**src/rtl/mem_access_unit.sv**
```systemverilog
// mem_access_unit: EX/MEM to MEM/WB stage.
// Resolves branches/jumps, runs loads/stores over a req/ack bus.
module mem_access_unit #(
  parameter int ADDR_W         = 32,
  parameter int TIMEOUT_CYCLES = 16
) (
  input  logic              clk_i,
  input  logic              rst_n_i,
  input  logic              valid_i,
  input  logic              flush_i,
  input  logic [6:0]        opcode_i,
  input  logic [2:0]        funct3_i,
  input  logic              branch_i,
  input  logic              mem_read_i,
  input  logic              mem_write_i,
  input  logic [31:0]       pc_i,
  input  logic [31:0]       imm_i,
  input  logic [31:0]       alu_result_i,
  input  logic [31:0]       rs1_data_i,
  input  logic [31:0]       rs2_data_i,
  output logic              dmem_req_o,
  output logic              dmem_we_o,
  output logic [ADDR_W-1:0] dmem_addr_o,
  output logic [3:0]        dmem_be_o,
  output logic [31:0]       dmem_wdata_o,
  input  logic              dmem_ack_i,
  input  logic              dmem_err_i,
  input  logic [31:0]       dmem_rdata_i,
  output logic              stall_o,
  output logic              load_valid_o,
  output logic [31:0]       load_data_o,
  output logic              exc_o,
  output logic [1:0]        exc_cause_o,
  output logic [31:0]       exc_addr_o,
  output logic              redirect_o,
  output logic [1:0]        pc_sel_o,
  output logic [31:0]       target_o
);

  typedef enum logic [1:0] {
    S_IDLE,
    S_BUS,
    S_DONE
  } state_t;

  localparam logic [6:0] OP_JAL  = 7'b1101111;
  localparam logic [6:0] OP_JALR = 7'b1100111;

  localparam int CW =
    (TIMEOUT_CYCLES < 2) ? 1 : $clog2(TIMEOUT_CYCLES);
  localparam logic [CW-1:0] TC_LAST =
    CW'((TIMEOUT_CYCLES > 0) ? TIMEOUT_CYCLES - 1 : 0);
  localparam bit TMO_EN = (TIMEOUT_CYCLES > 0);

  state_t          state_q, state_d;
  logic [CW-1:0]   cnt_q, cnt_d;
  logic [31:0]     addr_q, addr_d;
  logic [3:0]      be_q, be_d;
  logic [31:0]     wdata_q, wdata_d;
  logic            we_q, we_d;
  logic [2:0]      f3_q, f3_d;
  logic [31:0]     rdata_q, rdata_d;
  logic            fault_q, fault_d;

  logic        live, idle, bus, done;
  logic        mem_op, is_half, is_word, mis;
  logic        acc_go, mis_exc, tmo;
  logic [3:0]  st_be;
  logic [31:0] st_wdata;
  logic        br_taken;
  logic [7:0]  ld_byte;
  logic [15:0] ld_half;
  logic [31:0] ld_ext;

  // Rst gating keeps every output low while reset is held.
  assign live    = valid_i & ~flush_i & rst_n_i;
  assign idle    = (state_q == S_IDLE);
  assign bus     = (state_q == S_BUS) & rst_n_i;
  assign done    = (state_q == S_DONE) & rst_n_i;
  assign mem_op  = mem_read_i | mem_write_i;
  assign is_half = ~funct3_i[1] & funct3_i[0];
  assign is_word = funct3_i[1];
  assign mis     = (is_half & alu_result_i[0])
                 | (is_word & |alu_result_i[1:0]);
  assign acc_go  = idle & live & mem_op & ~mis;
  assign mis_exc = idle & live & mem_op & mis;
  assign tmo     = TMO_EN && (cnt_q == TC_LAST);

  // Store lane steering: replicate data, select byte enables.
  always_comb begin
    st_be    = 4'b1111;
    st_wdata = 32'h0;
    if (!mem_read_i) begin
      unique case (1'b1)
        is_word: begin
          st_be    = 4'b1111;
          st_wdata = rs2_data_i;
        end
        is_half: begin
          st_be    = alu_result_i[1] ? 4'b1100 : 4'b0011;
          st_wdata = {2{rs2_data_i[15:0]}};
        end
        default: begin
          st_be    = 4'b0001 << alu_result_i[1:0];
          st_wdata = {4{rs2_data_i[7:0]}};
        end
      endcase
    end
  end

  // Branch condition from true operand comparison.
  always_comb begin
    br_taken = 1'b0;
    case (funct3_i)
      3'b000:  br_taken = (rs1_data_i == rs2_data_i);
      3'b001:  br_taken = (rs1_data_i != rs2_data_i);
      3'b100:  br_taken =
        ($signed(rs1_data_i) < $signed(rs2_data_i));
      3'b101:  br_taken =
        ($signed(rs1_data_i) >= $signed(rs2_data_i));
      3'b110:  br_taken = (rs1_data_i < rs2_data_i);
      3'b111:  br_taken = (rs1_data_i >= rs2_data_i);
      default: br_taken = 1'b0;
    endcase
  end

  // Load lane select and extension from the captured word.
  always_comb begin
    ld_byte = rdata_q[{addr_q[1:0], 3'b000} +: 8];
    ld_half = addr_q[1] ? rdata_q[31:16] : rdata_q[15:0];
    case (f3_q)
      3'b000:  ld_ext = {{24{ld_byte[7]}}, ld_byte};
      3'b100:  ld_ext = {24'h0, ld_byte};
      3'b001:  ld_ext = {{16{ld_half[15]}}, ld_half};
      3'b101:  ld_ext = {16'h0, ld_half};
      default: ld_ext = rdata_q;
    endcase
  end

  // Next-state logic for the access FSM and its latches.
  always_comb begin
    state_d = state_q;
    cnt_d   = cnt_q;
    addr_d  = addr_q;
    be_d    = be_q;
    wdata_d = wdata_q;
    we_d    = we_q;
    f3_d    = f3_q;
    rdata_d = rdata_q;
    fault_d = fault_q;
    unique case (state_q)
      S_IDLE: begin
        if (acc_go) begin
          state_d = S_BUS;
          cnt_d   = '0;
          addr_d  = alu_result_i;
          be_d    = st_be;
          wdata_d = st_wdata;
          we_d    = ~mem_read_i;
          f3_d    = funct3_i;
          fault_d = 1'b0;
        end
      end
      S_BUS: begin
        cnt_d = cnt_q + 1'b1;
        if (dmem_ack_i) begin
          rdata_d = dmem_rdata_i;
          fault_d = dmem_err_i;
          state_d = S_DONE;
        end else if (tmo) begin
          fault_d = 1'b1;
          state_d = S_DONE;
        end
      end
      S_DONE: state_d = S_IDLE;
      default: state_d = S_IDLE;
    endcase
  end

  // State and latch registers, synchronous active-low reset.
  always_ff @(posedge clk_i) begin
    if (!rst_n_i) begin
      state_q <= S_IDLE;
      cnt_q   <= '0;
      addr_q  <= '0;
      be_q    <= '0;
      wdata_q <= '0;
      we_q    <= 1'b0;
      f3_q    <= '0;
      rdata_q <= '0;
      fault_q <= 1'b0;
    end else begin
      state_q <= state_d;
      cnt_q   <= cnt_d;
      addr_q  <= addr_d;
      be_q    <= be_d;
      wdata_q <= wdata_d;
      we_q    <= we_d;
      f3_q    <= f3_d;
      rdata_q <= rdata_d;
      fault_q <= fault_d;
    end
  end

  // Output decode: bus, stall, results, exceptions, redirects.
  always_comb begin
    dmem_req_o   = 1'b0;
    dmem_we_o    = 1'b0;
    dmem_addr_o  = '0;
    dmem_be_o    = 4'b0000;
    dmem_wdata_o = 32'h0;
    stall_o      = acc_go | bus;
    load_valid_o = 1'b0;
    load_data_o  = 32'h0;
    exc_o        = 1'b0;
    exc_cause_o  = 2'b00;
    exc_addr_o   = 32'h0;
    redirect_o   = 1'b0;
    pc_sel_o     = 2'b00;
    target_o     = 32'h0;
    if (bus) begin
      dmem_req_o   = 1'b1;
      dmem_we_o    = we_q;
      dmem_addr_o  = {addr_q[ADDR_W-1:2], 2'b00};
      dmem_be_o    = be_q;
      dmem_wdata_o = wdata_q;
    end
    if (done && !flush_i) begin
      if (fault_q) begin
        exc_o       = 1'b1;
        exc_cause_o = 2'b11;
        exc_addr_o  = addr_q;
      end else if (!we_q) begin
        load_valid_o = 1'b1;
        load_data_o  = ld_ext;
      end
    end
    if (mis_exc) begin
      exc_o       = 1'b1;
      exc_cause_o = mem_read_i ? 2'b01 : 2'b10;
      exc_addr_o  = alu_result_i;
    end
    if (idle && live) begin
      if (opcode_i == OP_JALR) begin
        redirect_o = 1'b1;
        pc_sel_o   = 2'b10;
        target_o   = alu_result_i & ~32'h1;
      end else if (opcode_i == OP_JAL ||
                   (branch_i && br_taken)) begin
        redirect_o = 1'b1;
        pc_sel_o   = 2'b01;
        target_o   = pc_i + imm_i;
      end
    end
  end

endmodule

```
**config.mk**
```make
export PLATFORM = sky130hd
export DESIGN_NAME = mem_access_unit
export DESIGN_NICKNAME = d
export VERILOG_FILES = /design/src/rtl/mem_access_unit.sv
export SDC_FILE = /design/constraint.sdc
export NUM_CORES = 1
export LEC_CHECK = 0
export CAP_MARGIN = 20
export CORE_AREA = 2 2 152 154
export CTS_CLUSTER_SIZE = 8
export DETAILED_ROUTE_END_ITERATION = 6
export DIE_AREA = 0 0 154 156
export PLACE_DENSITY = 0.77
export REMOVE_ABC_BUFFERS = 1
export SLEW_MARGIN = 20
export SYNTH_ARGS = -nofsm -noshare
export SYNTH_HDL_FRONTEND = slang
export SYNTH_SLANG_ARGS = --single-unit
export TNS_END_PERCENT = 30
```
**constraint.sdc**
```tcl
create_clock -name clk_i -period 4.17 [get_ports clk_i]
set_input_delay 0.834 -clock clk_i [delete_from_list [all_inputs] [get_ports clk_i]]
set_output_delay 0.834 -clock clk_i [all_outputs]
set_load 0.005 [all_outputs]
```
### Word level (Yosys, flattened, before mapping)

Cells that the tools add are included.

| cells by class | value |
|---|---|
| div/mod/pow operators | 0 |
| add/sub/neg operators | 2 |
| order comparisons | 4 |
| muxes and demuxes | 48 |
| reduce and logical (&&, ||, !) cells | 15 |
| equal/unequal tests | 17 |
| shift-type cells | 2 |
| $mul | 0 |
| bitwise logic cells | 18 |

Operators with widths:

| kind | number |
|---|---|
| 32-bit 2-to-1 mux | 12 |
| 32-bit case mux with 4 select lines | 1 |
| 32-bit greater-or-equal comparator | 2 |
| 32-bit less-than comparator | 2 |
| 32-bit case mux with 2 select lines | 1 |
| 32-bit adder | 1 |
| 32-bit == test | 1 |
| 32-bit != test | 1 |
| 32-bit by 6-bit variable part select with 8-bit output | 1 |
| 3-bit == test, second input constant | 6 |
| 2-bit 2-to-1 mux | 9 |
| 16-bit 2-to-1 mux | 1 |
| 4-bit 2-to-1 mux | 4 |
| 4-bit case mux with 2 select lines | 2 |
| 1-bit 2-to-1 mux | 15 |
| 7-bit == test, second input constant | 2 |
| 1-bit AND | 11 |
| 2-bit AND reduction | 4 |
| 3-bit by 1-bit == test with 1-bit output, second input constant | 2 |
| 3-bit zero test | 2 |
| 1-bit case mux with 6 select lines | 1 |
| 4-bit by 1-bit adder with 4-bit output, second input constant | 1 |
| 4-bit == test, second input constant | 1 |
| 1-bit inverter | 4 |
| other kinds (15) | 19 |

| word-level totals | value |
|---|---|
| output and inout bits | 174 |
| memories | 0 |
| bits in latches | 0 |
| input port bits | 211 |
| ROM bits | 0 |
| bits in registers | 111 |
| bits in writable memories | 0 |

### Depth between registers and ports, before layout

Gate-level depths: netlist (run 1).

| depth | value |
|---|---|
| depth after elaboration | 8 |
| depth in mapped cells | 11 |
| depth with buffers taken out | 10 |

### Least setup slack after synthesis (run 1)

No wires, ideal clock.

| timing | value |
|---|---|
| kind | input to output |
| from | in pc_i[11] |
| to | out target_o[31] |
| arrival time | 2,886 ps |
| setup slack | 450 ps |
| stages on the path | 10 |
| data required time | 3,336 ps |
| path buffers | 1 |
| cells stage by stage | ha_1 -> buf_4 -> and4_4 -> nand2_2 -> nor4b_4 -> nor4_4 -> nor3_2 -> nor3_1 -> or4_1 -> a31oi_1 |

| on the way | value |
|---|---|
| longest elaborated chain between the ends | 4 |

Ends and longest elaborated chain:

| element | line | RTL |
|---|---|---|
| from (decl) | 16 | `input logic [31:0] pc_i,` |
| 32-bit adder | 252 | `target_o = pc_i + imm_i;` |
| 32-bit 2-to-1 mux | 248 | `end else if (opcode_i == OP_JAL \|\|` |
| 32-bit 2-to-1 mux | 244 | `if (opcode_i == OP_JALR) begin` |
| 32-bit 2-to-1 mux | 243 | `if (idle && live) begin` |
| to (decl) | 37 | `output logic [31:0] target_o` |

Every way passes these cells.

### Final worst setup path (run 1)

| timing | value |
|---|---|
| from | in rs2_data_i[6] |
| to | out target_o[8] |

| on the way | value |
|---|---|
| longest elaborated chain between the ends | 7 |
| elaborated cells on any way between the ends | 12 |

Ends and longest elaborated chain:

| element | line | RTL |
|---|---|---|
| from (decl) | 20 | `input logic [31:0] rs2_data_i,` |
| 32-bit greater-or-equal comparator, or another cell as far along | 122 | `3'b111: br_taken = (rs1_data_i >= rs2_data_i);` |
| 1-bit case mux with 6 select lines (*) | 114 | `case (funct3_i)` |
| 1-bit logical AND (*) | 249 | `(branch_i && br_taken)) begin` |
| 1-bit logical OR (*) | 248 |  |
| 32-bit 2-to-1 mux (*) | 248 |  |
| 32-bit 2-to-1 mux (*) | 244 |  |
| 32-bit 2-to-1 mux (*) | 243 |  |

Mark *: on every way between the ends. The rest lies on a longest branch, timed or not.

==> run metrics, run 1 <==
Worst Setup SP rs2_data_i[6]; core area 0.02237 mm2; Top FF cell, synth dfxtp_1; crit-path cells clkdlybuf4s15_2, inv_2, ha_4, a21oi_2, nor2b_1, o311a_1, a211oi_2, mux2i_4, o211a_4, buf_6, buf_6, buf_8, a22o_1, buf_2; Via Count 11450; ranking of synthesized cells by area dfxtp_1 24%, ha_1 8.8%, nand2_1 8.4%; peak supply drop 0.0001560 V; period utilisation layout 102.5%; Worst R2R End wdata_q[24]; largest net degree at the start of global routing 179; Max-cap violations 0; Routed WL 40090 um; Levels on crit path 14; Hold Worst Slack 0.4670 ns; FF-to-FF Start state_q[0]; P&R area growth vs syn 71.61%; sequential area share after synthesis 24.46%; CP peak stage delay approximately 0.36 ns; most common cell after layout, fill and taps aside clkdlybuf4s50_1; FF-to-FF path depth 10; Final Skew 0.01808 ns; share of cells above drive strength 1 25.75%; Achievable Freq 233.9 MHz; vias per cell around 5.7; WP data required between 3 and 4 ns; PwrDens 199.7 mW/mm2; final setup fails 17; CTS sink cnt 111; total track usage 30.57%; CTS Root Buffer Type clkbuf_16; CTS Buffer Depth 2; fill count between 1500 and 2000; Top delay family on crit path compound AO/OA/AOI/OAI gates; switch share about 32%; Wirelength per Cell 19.80 um; Die Area 0.02402 mm2; worst setup margin -0.1062 ns; most frequent cells in the layout 242 x clkdlybuf4s50_1, 201 x nand2_1, 186 x buf_4; Comb power frac 37.9%; starting density of the core 40.63%; Hold Path Class flop to flop; die width approximately 150 um; LEAKAGE 6.841 nW; Hold Fails Final Rpt 0; clock group share of total power 27.2%; clk_lat worst skew 0.36 ns; most frequent CP cell buf_6; Final Non-Filler Cells 2025; flops & latches, synth approximately 110; Final Net Count 2007; CTS tree built; EDFF count, synth 0; Hold Startpoint rdata_q[6]; sw power 0.0009980 W; Site Rows 55; First DRT Iteration DRCs 896; GPL Wtd Cong just over 0.9; crit path buf inv count 6; post-placement cell area ~0.014 mm2; Syn Inst Count 1226; H-Tree Depth 3; Period minus WS final around 4.3 ns; total grt overflow 0; startpoint types input pin; crit path max-delay cell type mux2i_4; cts bufs inserted 9; Worst-path clk slew 0.07 ns; antenna-violating nets left 0; Cell variety after synth 66; setup TNS -1.121 ns; Crit path arrival time between 3 and 4 ns; first-pass GRT wire length approximately 60000 um; unrepaired setup endpoints after global routing true; I/O Buffers 382; Mapped Area 0.009086 mm2; DP Cell Count 1963; DRT Pass-1 Iters 7; Async SR Flop Fraction 0%; Int Power 0.002116 W; area leader, netlist dfxtp_1; vias in the first global route 11250; crit end category output port; Post-Syn Area per Cell 7.411 um2; Max-slew headroom 48.62%; failing checks DRC, setup timing; run status complete, but fails checks; share of the synthesized area in the top cell type 24.46%; critical path class input pin to output port; Seq pwr share between 30% and 40%; antenna violations before repair 4; Residual DRC 15; CTS Hold Bufs 0; Die Ht 156 um; Slew Limit Fails 0; crit path to target_o[8]; CP Max Fanout 3; dpl hpwl approximately 28000 um; Yosys Warn Count 0; actual slew at the worst max-slew pin 0.7512 ns; Top-Level Pins ~390; reg-to-reg slack, setup 1.58 ns; design area 0.01559 mm2
-- worst reg2reg max path, stage by stage (launching register included) --
cell and delay (ns):
dfxtp_1 0.33, nor3b_1 0.26, buf_4 0.17, nand3b_1 0.11, buf_4 0.17, nor2_1 0.21, nand2_4 0.09, buf_12 0.22
a2111oi_0 0.79, a21oi_1 0.08, nor2b_1 0.13
-- power by group through the flow --
stage | clock (W) | sequential, W | combinational [W]
6_report | 0.000848 | 0.00109 | 0.00118
5_1_grt | 0.000908 | 0.00109 | 0.00125
4_1_cts | 0.000870 | 0.00109 | 0.00103
3_5_place_dp | 0 | 0.00111 | 0.000955
3_3_place_gp | 0 | 0.00111 | 0.000943
2_1_floorplan | 0 | 0.00111 | 0.000393
-- state kept, by name, indices dropped and copies added, names as in the netlist --
signal / count
addr_q: 32
be_q: 4
cnt_q: 4
f3_q: 3
fault_q: 1
rdata_q: 32
state_q: 2
wdata_q: 32
we_q: 1
-- worst min path at each step --
stage,cells past startpoint,end
floorplan,1,cnt_q[3]
global placement,2,rdata_q[6]
detailed placement,2,rdata_q[4]
CTS,2,rdata_q[6]
global route,2,rdata_q[1]
finish,2,rdata_q[6]
-- cell families (layout without fill, tap and decap cells) --
kind of cell | Yosys count | after routing | synth area share [%]
fa+ha+maj | 65 | 65 | 9.033
xor+xnor | 26 | 26 | 2.506
simple gates | 455 | 455 | 24.84
other cells | 1 | 6 | 0.04127
mux | 21 | 21 | 2.313
compound gates | 383 | 383 | 29.54
buf+inv | 164 | 673 | 7.271
flops | 111 | 111 | 24.46
-- area by class of cell --
| cell class | instances | area (um2) | area share (%) |
|---|---|---|---|
| Tap cell | 285 | 356.6 | 2.287 |
| Sequential cell | 111 | 2223 | 14.26 |
| Clock buffer | 12 | 236.5 | 1.517 |
| Inverter | 73 | 276.5 | 1.773 |
| Multi-Input combinational cell | 952 | 7192 | 46.12 |
| Antenna cell | 4 | 10.01 | 0.06419 |
| Clock inverter | 4 | 37.54 | 0.2407 |
| Timing Repair Buffer | 584 | 5260 | 33.73 |
-- cell usage after synthesis (3+ instances only) --
master and instances:
or2_2 4, buf_2 3, buf_1 3, clkbuf_1 78
o21ai_0 41, buf_4 3, o21a_1 3, o211a_1 9
a22o_1 63, nand2b_1 6, a21oi_1 94, nor3b_1 3
o21bai_1 6, o31ai_1 5, mux2i_1 21, a211oi_1 18
nand2_1 203, xor2_1 6, nand4_1 6, nor2_1 34
nor2b_1 43, ha_1 64, a21o_1 21, a221oi_1 9
and2_1 6, a21boi_0 72, o21ai_1 4, a31oi_1 7
buf_6 4, nor3_1 46, inv_1 72, and3_1 72
a2111oi_0 11, dfxtp_1 111, nand3_1 15, xnor2_1 20
-- per-stage QoR --
step	total power (W)	utilization, %	setup WS (ns)
after floorplan	0.001501	-	-0.1296
after global placement	0.002054	63.41	-0.9814
after detailed placement	0.002066	63.41	-1.038
after CTS	0.002987	66.80	-0.7116
after global routing	0.003250	69.72	-0.2225
final	0.003114	69.72	-0.1062
-- timing repair --
action / in CTS / in global routing
gates cloned: 3 / 0
pin swaps: 71 / 84
gates resized for setup: 366 / 168
setup endpoints to repair: 35 / 72
setup buffers: 21 / 29
-- routing by layer --
layer  GRT usage [%]  up-vias  wire (um)
met5               0        -          0
met4           16.96        0       1943
met3           6.361      121       2696
met2           53.28      546      19750
met1           35.01     5393      15700
li1                -     5388          -
(Power assumes the default switching activity.)
==> run 2, diff against run 1 <==
--- a/config.mk
+++ b/config.mk
@@ -12,7 +12,7 @@
 export DIE_AREA = 0 0 154 156
 export PLACE_DENSITY = 0.77
 export REMOVE_ABC_BUFFERS = 1
-export SLEW_MARGIN = 20
+export SLEW_MARGIN = 5
 export SYNTH_ARGS = -nofsm -noshare
 export SYNTH_HDL_FRONTEND = slang
 export SYNTH_SLANG_ARGS = --single-unit
==> run 2 against run 1 <==
Setup slack got worse by 0.0014 ns. Final cell count hardly changed. Clock power barely moved. Sequential power is essentially flat. The run ends with setup timing left. Critical path type unchanged. Non-clock buffer count increased by 1. Critical endpoint unchanged. Clock skew shrank 0.0012 ns.
==> run metrics, run 2 (synthesis results as in run 1) <==
worst setup margin -0.1076 ns; Worst-path clk slew 0.08 ns; Slew Limit Fails 0; P&R area growth vs syn 71.91%; peak supply drop 0.0001560 V; Residual DRC 0; actual slew at the worst max-slew pin between 0.7 and 0.8 ns; DRT Pass-1 Iters 5; Max-cap violations 0; period utilisation layout 102.6%; CTS Buffer Depth 2; CP Max Fanout 3; most common cell after layout, fill and taps aside clkdlybuf4s50_1; LEAKAGE around 6.9 nW; Hold Path Class flop to flop; setup TNS -1.085 ns; Via Count 11470; FF-to-FF path depth 10; CTS Hold Bufs 0; Max-slew headroom 49.93%; Worst Setup SP rs2_data_i[6]; PwrDens 199.2 mW/mm2; crit end category output port; startpoint types input pin; Worst R2R End wdata_q[24]; vias in the first global route approximately 11000; H-Tree Depth 3; total grt overflow 0; first-pass GRT wire length 58880 um; Final Skew 0.01688 ns; Period minus WS final 4.278 ns; most frequent CP cell buf_6; reg-to-reg slack, setup roughly 1.6 ns; GPL Wtd Cong 0.9086; final setup fails 17; CTS Root Buffer Type clkbuf_16; Site Rows 55; total power 0.003112 W; clk_lat worst skew 0.36 ns; unrepaired setup endpoints after global routing true; crit path to target_o[8]; cts bufs inserted 9; antenna-violating nets left 0; crit path max-delay cell type mux2i_4; Routed WL approximately 40000 um; WP data required 3.34 ns; largest net degree at the start of global routing approximately 180; share of cells above drive strength 1 25.73%; CP peak stage delay 0.36 ns; Top Registers addr_q: 32 flops, rdata_q: 32 flops, wdata_q: 32 flops; Wirelength per Cell 19.79 um; vias per cell 5.657; Crit path arrival time 3.44 ns; CTS tree built; core area 0.02237 mm2; most frequent cells in the layout 242 x clkdlybuf4s50_1, 202 x nand2_1, 186 x buf_4; Hold Fails Final Rpt 0; Die Ht 156 um; run status complete, but fails checks; antenna violations before repair 4; starting density of the core 40.63%; Final Net Count ~2000; fill count 1720; critical path class input pin to output port; I/O Buffers 382; First DRT Iteration DRCs 734; total track usage 30.57%; CTS sink cnt approximately 110; failing checks setup timing; Hold Startpoint rdata_q[4]; die width about 150 um; Die Area about 0.024 mm2; crit-path cells clkdlybuf4s15_2, inv_2, ha_4, a21oi_2, nor2b_1, o311a_1, a211oi_2, mux2i_4, o211a_4, buf_6, buf_6, buf_8, a22o_1, buf_2; dpl hpwl 27600 um; Top-Level Pins 385; Achievable Freq 233.8 MHz; FF-to-FF Start state_q[0]
==> run 2: area by class of cell <==
class | count | area, um2 | share of cell area, %
multi-input cells | 952 | 7189 | 46.03
repair buffers | 585 | 5288 | 33.85
flip-flops and latches | 111 | 2223 | 14.23
well taps | 285 | 356.6 | 2.283
inverters | 73 | 276.5 | 1.770
clock buffers | 12 | 236.5 | 1.514
clock inverters | 4 | 37.54 | 0.2403
diodes | 5 | 12.51 | 0.08010
==> run 2: layer usage <==
metal / global-route usage, % / vias to the layer above / part of all wire (%)
li1: - / 5400 / -
met1: 35.01 / 5400 / 39
met2: 53.28 / 552 / 49
met3: 6.361 / 114 / 6.8
met4: 16.96 / 0 / 4.7
met5: 0 / - / 0
==> run 2: worst min path at each step <==
| stage | endpoint | slack (ns) | cells after the start |
|---|---|---|---|
| 4_1_cts | rdata_q[6] | 0.47 | 2 |
| 5_1_grt | rdata_q[1] | 0.50 | 2 |
| 3_5_place_dp | rdata_q[4] | 0.46 | 2 |
| 3_3_place_gp | rdata_q[6] | 0.45 | 2 |
| 2_1_floorplan | cnt_q[3] | 0.43 | 1 |
| 6_report | rdata_q[4] | 0.47 | 2 |
==> run 2: metrics by stage <==
stage	std cells	area, um2	setup WS, ns	util [%]	hold slack [ns]
after floorplan	1136	8703	-0.1296	-	0.4319
after global placement	1963	14180	-0.9814	63.41	0.4518
after detailed placement	1963	14180	-1.038	63.41	0.4600
after CTS	1998	14940	-0.7116	66.80	0.4701
after global routing	2026	15620	-0.2225	69.83	0.4994
final	2027	15620	-0.1076	69.84	0.4697
==> run 2: where the power goes <==
part,total [W],leakage [nW],switching [W],internal (W)
combinational,0.00118,5.82,0.000553,0.000625
clock,0.000846,0.133,0.000430,0.000417
sequential,0.00109,0.897,0.0000122,0.00107
total,0.00311,6.85,0.000995,0.00212
==> run 2: what timing repair did <==
action | CTS | global route
gates cloned | 3 | 0
endpoints found under the setup margin | 35 | 72
resized for setup | 366 | 168
setup buffers | 21 | 29
pin swaps | 71 | 84
==> run 2: worst max-delay path, delay by kind of cell <==
family / cells / cell delay [ns]
buffers and inverters: 6 / 0.80
AOI/OAI and AO/OA: 5 / 1.17
adders and majority gates: 1 / 0.21
muxes: 1 / 0.36
and+or+nand+nor: 1 / 0.07
==> run 3, diff against run 2 <==
==> config.mk (replaced) <==
export PLATFORM = sky130hd
export DESIGN_NAME = mem_access_unit
export DESIGN_NICKNAME = d
export VERILOG_FILES = /design/src/rtl/mem_access_unit.sv
export SDC_FILE = /design/constraint.sdc
export NUM_CORES = 1
export LEC_CHECK = 0
export ABC_CLOCK_PERIOD_IN_PS = 3900
export CAP_MARGIN = 20
export CORE_UTILIZATION = 40
export CTS_CLUSTER_SIZE = 8
export DETAILED_ROUTE_END_ITERATION = 6
export PLACE_DENSITY = 0.79
export REMOVE_ABC_BUFFERS = 1
export SLEW_MARGIN = 5
export SYNTH_ARGS = -nofsm -noshare
export SYNTH_HDL_FRONTEND = slang
export SYNTH_SLANG_ARGS = --single-unit
export TNS_END_PERCENT = 1
==> constraint.sdc (replaced) <==
create_clock -name clk_i -period 3.9 [get_ports clk_i]
set_input_delay 0.78 -clock clk_i [delete_from_list [all_inputs] [get_ports clk_i]]
set_output_delay 0.78 -clock clk_i [all_outputs]
set_load 0.005 [all_outputs]
==> run 3 against run 2 <==
The flow finishes with violations (DRC, setup timing). Non-clock buffer count rose by 11. Via count rose by 1.8%. Clock skew fell by 0.0064 ns. Largest power group unchanged.
==> run metrics, run 3 (synthesis results as in run 1) <==
run status complete, but fails checks; failing checks DRC, setup timing; crit end category output port; critical path class input pin to output port; Via Count 11670; setup TNS -9.177 ns; CP Max Fanout 6; Routed WL 40450 um; switch share roughly 33%; antenna-violating nets left 0; cts bufs inserted 9; LEAKAGE 6.558 nW; share of cells above drive strength 1 25.29%; total track usage 34.21%; Int Power between 0.002 and 0.0025 W; PwrDens between 200 and 250 mW/mm2; Die Ht 152.7 um; Final Net Count roughly 2000; most frequent cells in the layout 242 x clkdlybuf4s50_1, 201 x nand2_1, 197 x buf_4; dpl hpwl 27420 um; CTS sink cnt 111; startpoint types input pin; crit-path cells clkdlybuf4s15_2, ha_4, a211oi_4, a211oi_2, o311a_4, a211oi_4, mux2i_4, o211a_4, buf_12, buf_8, buf_16, a22o_1, buf_2; Worst-path clk slew 0.09 ns; fill count 1705; DRT Pass-1 Iters 7; Crit path arrival time 3.45 ns; Slew Limit Fails 0; period utilisation layout 108.4%; Period minus WS final around 4.2 ns; Top Registers addr_q: 32 flops, rdata_q: 32 flops, wdata_q: 32 flops; Top delay family on crit path compound AO/OA/AOI/OAI gates; most common cell after layout, fill and taps aside clkdlybuf4s50_1; starting density of the core 41.25%; worst setup margin -0.3267 ns; Seq pwr share 34.4%; total grt overflow 0; die width 152.7 um; clock group share of total power 29.4%; final setup fails 34; Wirelength per Cell between 15 and 20 um; CTS Buffer Depth 2; Residual DRC 19; largest net degree at the start of global routing about 180; peak supply drop 0.0001908 V; actual slew at the worst max-slew pin 1.015 ns; Site Rows 54; most frequent CP cell a211oi_4; WP data required 3.12 ns; post-placement cell area between 0.01 and 0.015 mm2; Hold Fails Final Rpt 0; vias in the first global route 11980; crit path max-delay cell type a211oi_4; Max-slew headroom about a third; Hold Path Class flop to flop; core area between 0.02 and 0.025 mm2; Top-Level Pins just under 400; CP peak stage delay 0.44 ns; vias per cell 5.743; CTS Hold Bufs 0; Max-cap violations 0; I/O Buffers approximately 380; Hold Worst Slack 0.4731 ns; CTS tree built; GPL Wtd Cong between 0.9 and 1; P&R area growth vs syn 70.82%; clk_lat worst skew roughly 0.37 ns; crit path buf inv count 5; Comb power frac 36.2%; CTS Root Buffer Type clkbuf_16; unrepaired setup endpoints after global routing true; First DRT Iteration DRCs roughly 800; H-Tree Depth 3; Final Skew 0.01044 ns; Achievable Freq 236.6 MHz; Die Area 0.02332 mm2; sw power 0.001115 W; design area about 0.016 mm2; antenna violations before repair 4; first-pass GRT wire length 63540 um
-- run 3: worst paths after layout --
| path | start | end | slack, ns | cells after the start |
|---|---|---|---|---|
| setup / recovery | rs1_data_i[3] | target_o[19] | -0.33 | 13 |
| hold / removal | rdata_q[11] | rdata_q[11] | 0.47 | 2 |
| setup reg to reg | state_q[0] | cnt_q[2] | 1.08 | 10 |
| hold reg to reg | rdata_q[11] | rdata_q[11] | 0.47 | 2 |
-- run 3: area by class of cell --
type	instances	area, um2	area share, %
multi-input combinational	952	7003	45.12
clock inverter	7	80.08	0.5159
sequential	111	2222	14.32
antenna	4	10.01	0.06449
tap	280	350.3	2.257
inverter	73	284.0	1.830
timing repair buffer	596	5346	34.45
clock buffer	9	225.2	1.451
-- run 3: layer usage --
metal  wire length, um  global-route usage [%]  share of wire (%)
met5                 0                       0                  0
met4              2235                   19.34                5.5
met3              3218                   7.395                8.0
met2             19750                   59.35                 49
met1             15240                   38.88                 38
-- run 3: timing repair --
item                                    4_1_cts  5_1_grt
setup buffers                                34        2
gates resized for setup                     506       24
pin swaps                                   133        9
endpoints found under the setup margin       74       90
cloned                                        4        0
-- run 3: tightest hold or removal path, cell delays in order, from the launching register on --
cell and delay, ns:
dfxtp_1 0.32, nand2_1 0.05, a21boi_0 0.06
-- run 3: power by group through the flow --
stage / logic, W / clock network [W] / registers (W)
3_3_place_gp: 0.00102 / 0 / 0.00119
3_5_place_dp: 0.00104 / 0 / 0.00119
5_1_grt: 0.00130 / 0.00105 / 0.00116
4_1_cts: 0.00116 / 0.00101 / 0.00116
2_1_floorplan: 0.000420 / 0 / 0.00119
6_report: 0.00122 / 0.000992 / 0.00116
-- run 3: per-stage QoR --
step	instances	util (%)	power, W	setup slack [ns]
4_1_cts	2025	70.11	0.003335	-0.1471
3_5_place_dp	1973	64.87	0.002227	-1.111
5_1_grt	2032	70.47	0.003514	-0.3931
2_1_floorplan	1136	-	0.001605	-0.2916
6_report	2032	70.47	0.003374	-0.3267
3_3_place_gp	1973	64.87	0.002209	-0.9367
